## src/rtl/msdap_serial_rx_if.sv

```systemverilog
// Memory-write bus driven by the MSDAP serial front end toward the filter engines.
interface msdap_serial_rx_if #(
    parameter int unsigned NCH    = 2,
    parameter int unsigned WORD_W = 16,
    parameter int unsigned AW     = 9
);
    logic                    wr_rj;
    logic                    wr_coeff;
    logic                    wr_data;
    logic                    sample_valid;
    logic [AW-1:0]           wr_addr;
    logic [NCH*WORD_W-1:0]   wr_word;

    modport master (output wr_rj, wr_coeff, wr_data, sample_valid, wr_addr, wr_word);
    modport slave  (input  wr_rj, wr_coeff, wr_data, sample_valid, wr_addr, wr_word);
endinterface

```

## src/rtl/msdap_serial_rx.sv

```systemverilog
// MSDAP serial front end: oversampled deserialiser, configuration-phase word routing,
// data-buffer flush and zero-run sleep/wake control.
module msdap_serial_rx #(
    parameter int unsigned NCH         = 2,
    parameter int unsigned WORD_W      = 16,
    parameter int unsigned RJ_DEPTH    = 16,
    parameter int unsigned COEFF_DEPTH = 512,
    parameter int unsigned DATA_DEPTH  = 256,
    parameter int unsigned SLEEP_CNT   = 800,
    parameter int unsigned AW          = $clog2(COEFF_DEPTH)
) (
    input  logic            sClk,
    input  logic            reset_n,
    input  logic            dClk,
    input  logic            frame,
    input  logic [NCH-1:0]  sdata,
    input  logic            start,
    input  logic            clear,
    output logic            in_ready,
    output logic            sleep,
    output logic            flushing,
    msdap_serial_rx_if.master wr
);
    localparam int unsigned WW = NCH * WORD_W;
    localparam int unsigned BW = $clog2(WORD_W + 1);
    localparam int unsigned ZW = $clog2(SLEEP_CNT + 1);

    typedef enum logic [2:0] {IDLE, FLUSH, RJ, COEFF, WORK, SLEEP} state_t;

    state_t                          state;
    logic                            retWork;
    logic [AW-1:0]                   wordIdx;
    logic [AW-1:0]                   dataPtr;
    logic [AW-1:0]                   flushCnt;
    logic [ZW-1:0]                   zeroCnt;

    logic                            dClkMeta, dClkSync, dClkPrev, bitStrobe;
    logic                            frameMeta, frameSync, frameBit;
    logic [NCH-1:0]                  sdataMeta, sdataSync, sdataBit;

    logic [NCH-1:0][WORD_W-1:0]      shiftReg, shiftNext;
    logic [BW-1:0]                   bitCnt, cntNext;
    logic                            bitActive_c, wordDone_c, allZero_c, flushDone_c;
    logic [WW-1:0]                   wordNext;

    // Two-flop synchroniser plus edge register; strobe marks a dClk falling edge.
    always_ff @(posedge sClk or negedge reset_n) begin
        if (!reset_n) begin
            dClkMeta  <= 1'b0;
            dClkSync  <= 1'b0;
            dClkPrev  <= 1'b0;
            bitStrobe <= 1'b0;
            frameMeta <= 1'b0;
            frameSync <= 1'b0;
            frameBit  <= 1'b0;
            sdataMeta <= '0;
            sdataSync <= '0;
            sdataBit  <= '0;
        end else begin
            dClkMeta  <= dClk;
            dClkSync  <= dClkMeta;
            dClkPrev  <= dClkSync;
            bitStrobe <= dClkPrev & ~dClkSync;
            frameMeta <= frame;
            frameSync <= frameMeta;
            frameBit  <= frameSync;
            sdataMeta <= sdata;
            sdataSync <= sdataMeta;
            sdataBit  <= sdataSync;
        end
    end

    // Next deserialiser contents; frame restarts the word at bit 1, aborting any partial word.
    always_comb begin
        shiftNext = shiftReg;
        cntNext   = frameBit ? BW'(1) : bitCnt + BW'(1);
        for (int c = 0; c < NCH; c++) begin
            if (frameBit) shiftNext[c] = {{(WORD_W-1){1'b0}}, sdataBit[c]};
            else          shiftNext[c] = {shiftReg[c][WORD_W-2:0], sdataBit[c]};
        end
        bitActive_c = bitStrobe && (frameBit || (bitCnt != '0));
        wordDone_c  = bitActive_c && (cntNext == BW'(WORD_W));
        wordNext    = shiftNext;
        allZero_c   = (wordNext == '0);
        flushDone_c = (state == FLUSH) && (flushCnt == AW'(DATA_DEPTH - 1));
    end

    always_ff @(posedge sClk or negedge reset_n) begin
        if (!reset_n) begin
            shiftReg <= '0;
            bitCnt   <= '0;
        end else if (flushDone_c) begin
            shiftReg <= '0;
            bitCnt   <= '0;
        end else if (bitActive_c) begin
            shiftReg <= shiftNext;
            bitCnt   <= wordDone_c ? '0 : cntNext;
        end
    end

    // Control FSM with registered write bus and status outputs.
    always_ff @(posedge sClk or negedge reset_n) begin
        if (!reset_n) begin
            state           <= IDLE;
            retWork         <= 1'b0;
            wordIdx         <= '0;
            dataPtr         <= '0;
            flushCnt        <= '0;
            zeroCnt         <= '0;
            in_ready        <= 1'b0;
            sleep           <= 1'b0;
            flushing        <= 1'b0;
            wr.wr_rj        <= 1'b0;
            wr.wr_coeff     <= 1'b0;
            wr.wr_data      <= 1'b0;
            wr.sample_valid <= 1'b0;
            wr.wr_addr      <= '0;
            wr.wr_word      <= '0;
        end else begin
            wr.wr_rj        <= 1'b0;
            wr.wr_coeff     <= 1'b0;
            wr.wr_data      <= 1'b0;
            wr.sample_valid <= 1'b0;
            wr.wr_addr      <= '0;
            wr.wr_word      <= '0;
            flushing        <= 1'b0;

            case (state)
                IDLE: begin
                    if (start) begin
                        state    <= FLUSH;
                        retWork  <= 1'b0;
                        flushCnt <= '0;
                    end
                end
                FLUSH: begin
                    wr.wr_data <= 1'b1;
                    wr.wr_addr <= flushCnt;
                    flushing   <= 1'b1;
                    flushCnt   <= flushCnt + AW'(1);
                    if (flushDone_c) begin
                        state    <= retWork ? WORK : RJ;
                        dataPtr  <= '0;
                        zeroCnt  <= '0;
                        wordIdx  <= '0;
                        in_ready <= 1'b1;
                    end
                end
                RJ: begin
                    if (wordDone_c) begin
                        wr.wr_rj   <= 1'b1;
                        wr.wr_addr <= wordIdx;
                        wr.wr_word <= wordNext;
                        if (wordIdx == AW'(RJ_DEPTH - 1)) begin
                            wordIdx <= '0;
                            state   <= COEFF;
                        end else begin
                            wordIdx <= wordIdx + AW'(1);
                        end
                    end
                end
                COEFF: begin
                    if (wordDone_c) begin
                        wr.wr_coeff <= 1'b1;
                        wr.wr_addr  <= wordIdx;
                        wr.wr_word  <= wordNext;
                        if (wordIdx == AW'(COEFF_DEPTH - 1)) begin
                            wordIdx <= '0;
                            state   <= WORK;
                        end else begin
                            wordIdx <= wordIdx + AW'(1);
                        end
                    end
                end
                WORK, SLEEP: begin
                    if (clear) begin
                        // A word completing alongside clear is dropped.
                        state    <= FLUSH;
                        retWork  <= 1'b1;
                        flushCnt <= '0;
                        in_ready <= 1'b0;
                        sleep    <= 1'b0;
                    end else if (wordDone_c && (state == WORK || !allZero_c)) begin
                        wr.wr_data      <= 1'b1;
                        wr.sample_valid <= 1'b1;
                        wr.wr_addr      <= dataPtr;
                        wr.wr_word      <= wordNext;
                        dataPtr <= (dataPtr == AW'(DATA_DEPTH - 1)) ? '0 : dataPtr + AW'(1);
                        if (state == SLEEP) begin
                            state <= WORK;
                            sleep <= 1'b0;
                        end else if (!allZero_c) begin
                            zeroCnt <= '0;
                        end else if (zeroCnt == ZW'(SLEEP_CNT - 1)) begin
                            state   <= SLEEP;
                            sleep   <= 1'b1;
                            zeroCnt <= '0;
                        end else begin
                            zeroCnt <= zeroCnt + ZW'(1);
                        end
                    end
                end
                default: state <= IDLE;
            endcase
        end
    end
endmodule

```

## src/flat_wrapper.sv

```systemverilog
// flat-port wrapper written by rule: the top's interface ports become plain ports
module msdap_serial_rx_flat 
#(
    parameter int unsigned NCH         = 2,
    parameter int unsigned WORD_W      = 16,
    parameter int unsigned RJ_DEPTH    = 16,
    parameter int unsigned COEFF_DEPTH = 512,
    parameter int unsigned DATA_DEPTH  = 256,
    parameter int unsigned SLEEP_CNT   = 800,
    parameter int unsigned AW          = $clog2(COEFF_DEPTH)
)
  (sClk, reset_n, dClk, frame, sdata, start, clear, in_ready, sleep, flushing, wr_wr_rj, wr_wr_coeff, wr_wr_data, wr_sample_valid, wr_wr_addr, wr_wr_word);
  msdap_serial_rx_if #(.NCH(NCH), .WORD_W(WORD_W), .AW(AW)) wr_i ();
  input  logic sClk;
  input  logic reset_n;
  input  logic dClk;
  input  logic frame;
  input  logic [NCH-1:0] sdata;
  input  logic start;
  input  logic clear;
  output logic in_ready;
  output logic sleep;
  output logic flushing;
  output wire logic [$bits(wr_i.wr_rj)-1:0] wr_wr_rj;
  output wire logic [$bits(wr_i.wr_coeff)-1:0] wr_wr_coeff;
  output wire logic [$bits(wr_i.wr_data)-1:0] wr_wr_data;
  output wire logic [$bits(wr_i.sample_valid)-1:0] wr_sample_valid;
  output wire logic [$bits(wr_i.wr_addr)-1:0] wr_wr_addr;
  output wire logic [$bits(wr_i.wr_word)-1:0] wr_wr_word;
  assign wr_wr_rj = wr_i.wr_rj;
  assign wr_wr_coeff = wr_i.wr_coeff;
  assign wr_wr_data = wr_i.wr_data;
  assign wr_sample_valid = wr_i.sample_valid;
  assign wr_wr_addr = wr_i.wr_addr;
  assign wr_wr_word = wr_i.wr_word;
  msdap_serial_rx #(.NCH(NCH), .WORD_W(WORD_W), .RJ_DEPTH(RJ_DEPTH), .COEFF_DEPTH(COEFF_DEPTH), .DATA_DEPTH(DATA_DEPTH), .SLEEP_CNT(SLEEP_CNT), .AW(AW)) u_core (.sClk(sClk), .reset_n(reset_n), .dClk(dClk), .frame(frame), .sdata(sdata), .start(start), .clear(clear), .in_ready(in_ready), .sleep(sleep), .flushing(flushing), .wr(wr_i));
endmodule
```

## config.mk

```make
export PLATFORM = sky130hd
export DESIGN_NAME = msdap_serial_rx_flat
export DESIGN_NICKNAME = d
export VERILOG_FILES = /design/src/rtl/msdap_serial_rx_if.sv /design/src/rtl/msdap_serial_rx.sv /design/src/flat_wrapper.sv
export SDC_FILE = /design/constraint.sdc
export NUM_CORES = 1
export LEC_CHECK = 0
export CELL_PAD_IN_SITES_DETAIL_PLACEMENT = 0
export CELL_PAD_IN_SITES_GLOBAL_PLACEMENT = 1
export CORE_MARGIN = 5
export CORE_UTILIZATION = 48
export CTS_CLUSTER_DIAMETER = 200
export DETAILED_ROUTE_END_ITERATION = 10
export PLACE_DENSITY_LB_ADDON = 0.05
export SLEW_MARGIN = 25
export SYNTH_ARGS = -nofsm -noshare
export SYNTH_HDL_FRONTEND = slang
export SYNTH_SLANG_ARGS = --single-unit
```

## constraint.sdc

```tcl
create_clock -name sClk -period 3.9 [get_ports sClk]
set_input_delay 0.78 -clock sClk [delete_from_list [all_inputs] [get_ports sClk]]
set_output_delay 0.78 -clock sClk [all_outputs]
set_load 0.005 [all_outputs]
```

==> results.sh <==
export IMPL_outcome="finished clean"
export IMPL_skew_ns=0.00800
export IMPL_maxSlewViolCount=0
export IMPL_crit_path_end_kind="flop"
export IMPL_fin_crit_ns=3.01
export IMPL_clkSinkCount=137
export IMPL_synth_seq_area_share_pct=54.4
export IMPL_cts_root_buf="clkbuf_16"
export IMPL_met2_usage_pct=28.3
export IMPL_yosysTopAreaCell="dfrtp_1"
export IMPL_initial_utilization_pct=49.5
export IMPL_met3_usage_pct=4.67
export IMPL_antenna_found_initial=0
export IMPL_cts_setup_buffers=0
export IMPL_fp_row_count=41
export IMPL_cp_max_fo=10
export IMPL_synth_area_leaders="dfrtp_1 (54%), nor3b_1 (4.3%), nor2_1 (3.8%)"
export IMPL_drive_gt1_share_pct=8.81
export IMPL_first_pass_iters=6
export IMPL_core_region_area_mm2=0.0127
export IMPL_path_clk_slew_ns=0.05
export IMPL_final_cells=853
export IMPL_ir_worst_vdd_mv=0.433
export IMPL_numCtsBuffers=17
export IMPL_grt_max_degree=81
export IMPL_ios=56
export IMPL_netlist_area_leader_share_pct=54.4
export IMPL_ant_nets=0
export IMPL_die_h_um=125
export IMPL_gp_congestion=0.830
export IMPL_synth_edf_count=0
export IMPL_cp_arrival_ns=3.30
export IMPL_drc=0
export IMPL_port_buffers=55
export IMPL_diodes=0
export IMPL_die_area_mm2=0.0155
export IMPL_p_total_mw=4.41
export IMPL_synthArstFlopShare_pct=100
export IMPL_ys_flop_type="dfrtp_1"
export IMPL_drv_cap=0
export IMPL_grt_busiest_layer="met2"
export IMPL_htreeDepth=4
export IMPL_detail_route_iter0_violations=314
export IMPL_nets=687
export IMPL_yosysWarningCount=0
export IMPL_final_util_pct=60.5
export IMPL_tns_ns=0
export IMPL_syn_area_mm2=0.00630
export IMPL_via_per_inst=5.59
export IMPL_layout_area_overhead_vs_synth_pct=22.1
export IMPL_gr_total_overflow=0
export IMPL_hold_ws_ns=0.347
export IMPL_clk_latency_ns=0.42
export IMPL_finalSetupViolCount=0
export IMPL_pre_cts_ws_ns=0.891
export IMPL_track_usage_pct=18.5
export IMPL_die_w_um=125
export IMPL_use_met1_pct=25.5
export IMPL_dp_cells=821
export IMPL_power_leakage_nw=3.42
export IMPL_power_density_mw_per_mm2=573
export IMPL_finalHoldViolCount=0
export IMPL_syn_nets=633
export IMPL_wl_um=13700
export IMPL_ctsLongestPathBuffers=2
export IMPL_final_area_mm2=0.00769
export IMPL_rsz0062_at_grt="no"
export IMPL_synth_cells=614
export IMPL_cts_tree="done"
export IMPL_ys_ff_latch=137
export IMPL_max_clock_freq_mhz=333
export IMPL_relSlewSlack_pct=37.8
export IMPL_postPlaceCellArea_mm2=0.00703
export IMPL_fillers=1142
export IMPL_crit_type="flop to flop"
export IMPL_fin_ws_ns=0.894
export IMPL_synth_most_common_cell="dfrtp_1"
export IMPL_crit_required_ns=4.20
export IMPL_ys_top_cells_by_count="dfrtp_1 (137), nor2_1 (64), a21oi_1 (44)"
export IMPL_post_route_period_util_pct=77.1
export IMPL_wl_per_cell_um=16.1
export IMPL_synth_cell_types=65
export IMPL_worstMarginPinSlew_ns=0.932
export IMPL_cp_start_kind="flop"
export IMPL_postCtsResizedCells=0
export IMPL_grt_pass1_wl_um=23500
export IMPL_avgSynthCellArea_um2=10.3
export IMPL_hold_buffers=0
export IMPL_routed_via_count=4765
export IMPL_grt_pass1_vias=4637
export IMPL_dp_hpwl_um=9260
export IMPL_min_path_type="flop to flop"
## report_power, final
group | total (mW) | internal [mW] | switching [mW]
registers | 1.77 | 1.57 | 0.198
logic | 0.862 | 0.353 | 0.508
clock network | 1.78 | 1.19 | 0.589
## area by class of cell
class                      instances  area (um2)  area share, %
timing repair buffer              64         632           8.21
multi-input combinational        415        2630           34.2
clock inverter                    10         189           2.46
tap                              172         215           2.80
sequential                       137        3430           44.6
inverter                          33         124           1.61
clock buffer                      22         474           6.16
## logic make-up after synthesis
| kind of cell | share of synthesized area (%) |
|---|---|
| buf+inv | 4.13 |
| fa+ha+maj | 2.18 |
| compound gates | 14.7 |
| xor+xnor | 1.11 |
| simple gates | 22.4 |
| mux | 1.05 |
| flops | 54.4 |
## critical path, cell delays in order (launching register included)
cell	delay (ns)
dfrtp_1	0.41
inv_2	0.06
ha_1	0.31
or4_4	0.55
nor4_2	0.63
o211ai_2	0.31
inv_2	0.25
o21ai_1	0.08
a211o_1	0.29
## final timing paths
kind	startpoint	end	slack, ns	cells after the start
worst max-delay path	u_core.bitCnt[0]	u_core.dataPtr[6]	0.89	8
worst min register to register	u_core.sdataMeta[0]	u_core.sdataSync[0]	0.35	0
min in group asynchronous	reset_n	u_core.wr.wr_word[14]	0.41	1
max in group asynchronous	reset_n	u_core.shiftReg[20]	2.70	2
worst min-delay path	u_core.sdataMeta[0]	u_core.sdataSync[0]	0.35	0
worst max register to register	u_core.bitCnt[0]	u_core.dataPtr[6]	0.89	8
## state kept, by name, indices dropped and copies added (netlist names), 2 cells and up
signal and count:
u_core.wr.wr_addr 9, u_core.sdataMeta 2, u_core.dataPtr 9, u_core.wordIdx 9, u_core.shiftReg 30, u_core.sdataSync 2
u_core.bitCnt 5, u_core.state 3, u_core.wr.wr_word 32, u_core.zeroCnt 10, u_core.flushCnt 9, u_core.sdataBit 2
## placed cells by master (no fill, tap or decap), types with 3 or more instances in the layout
cell type / n
nand2b_1: 6
nand2_1: 29
mux2i_1: 4
nand4_1: 7
a31oi_1: 5
nor3_1: 10
a21oi_1: 44
xnor2_1: 3
ha_1: 11
nor2_1: 64
clkdlybuf4s50_1: 54
o21ai_1: 10
inv_1: 31
clkbuf_16: 17
nor4_1: 11
o21ai_0: 21
o211ai_1: 10
and2_1: 34
buf_4: 8
o31ai_1: 5
nor2b_1: 6
a222oi_1: 7
nand3b_1: 3
and3_1: 11
bufinv_16: 5
clkbuf_8: 3
xor2_1: 5
nor3b_1: 35
o22ai_1: 3
nand3_1: 23
dfrtp_1: 137
## per-layer routing
metal | part of all wire, % | vias up
met5 | 0 | -
met4 | 1.3 | 0
met3 | 4.6 | 14
met2 | 47 | 109
met1 | 47 | 2343
li1 | - | 2299
No activity file was read; power rests on OpenSTA's default activity.
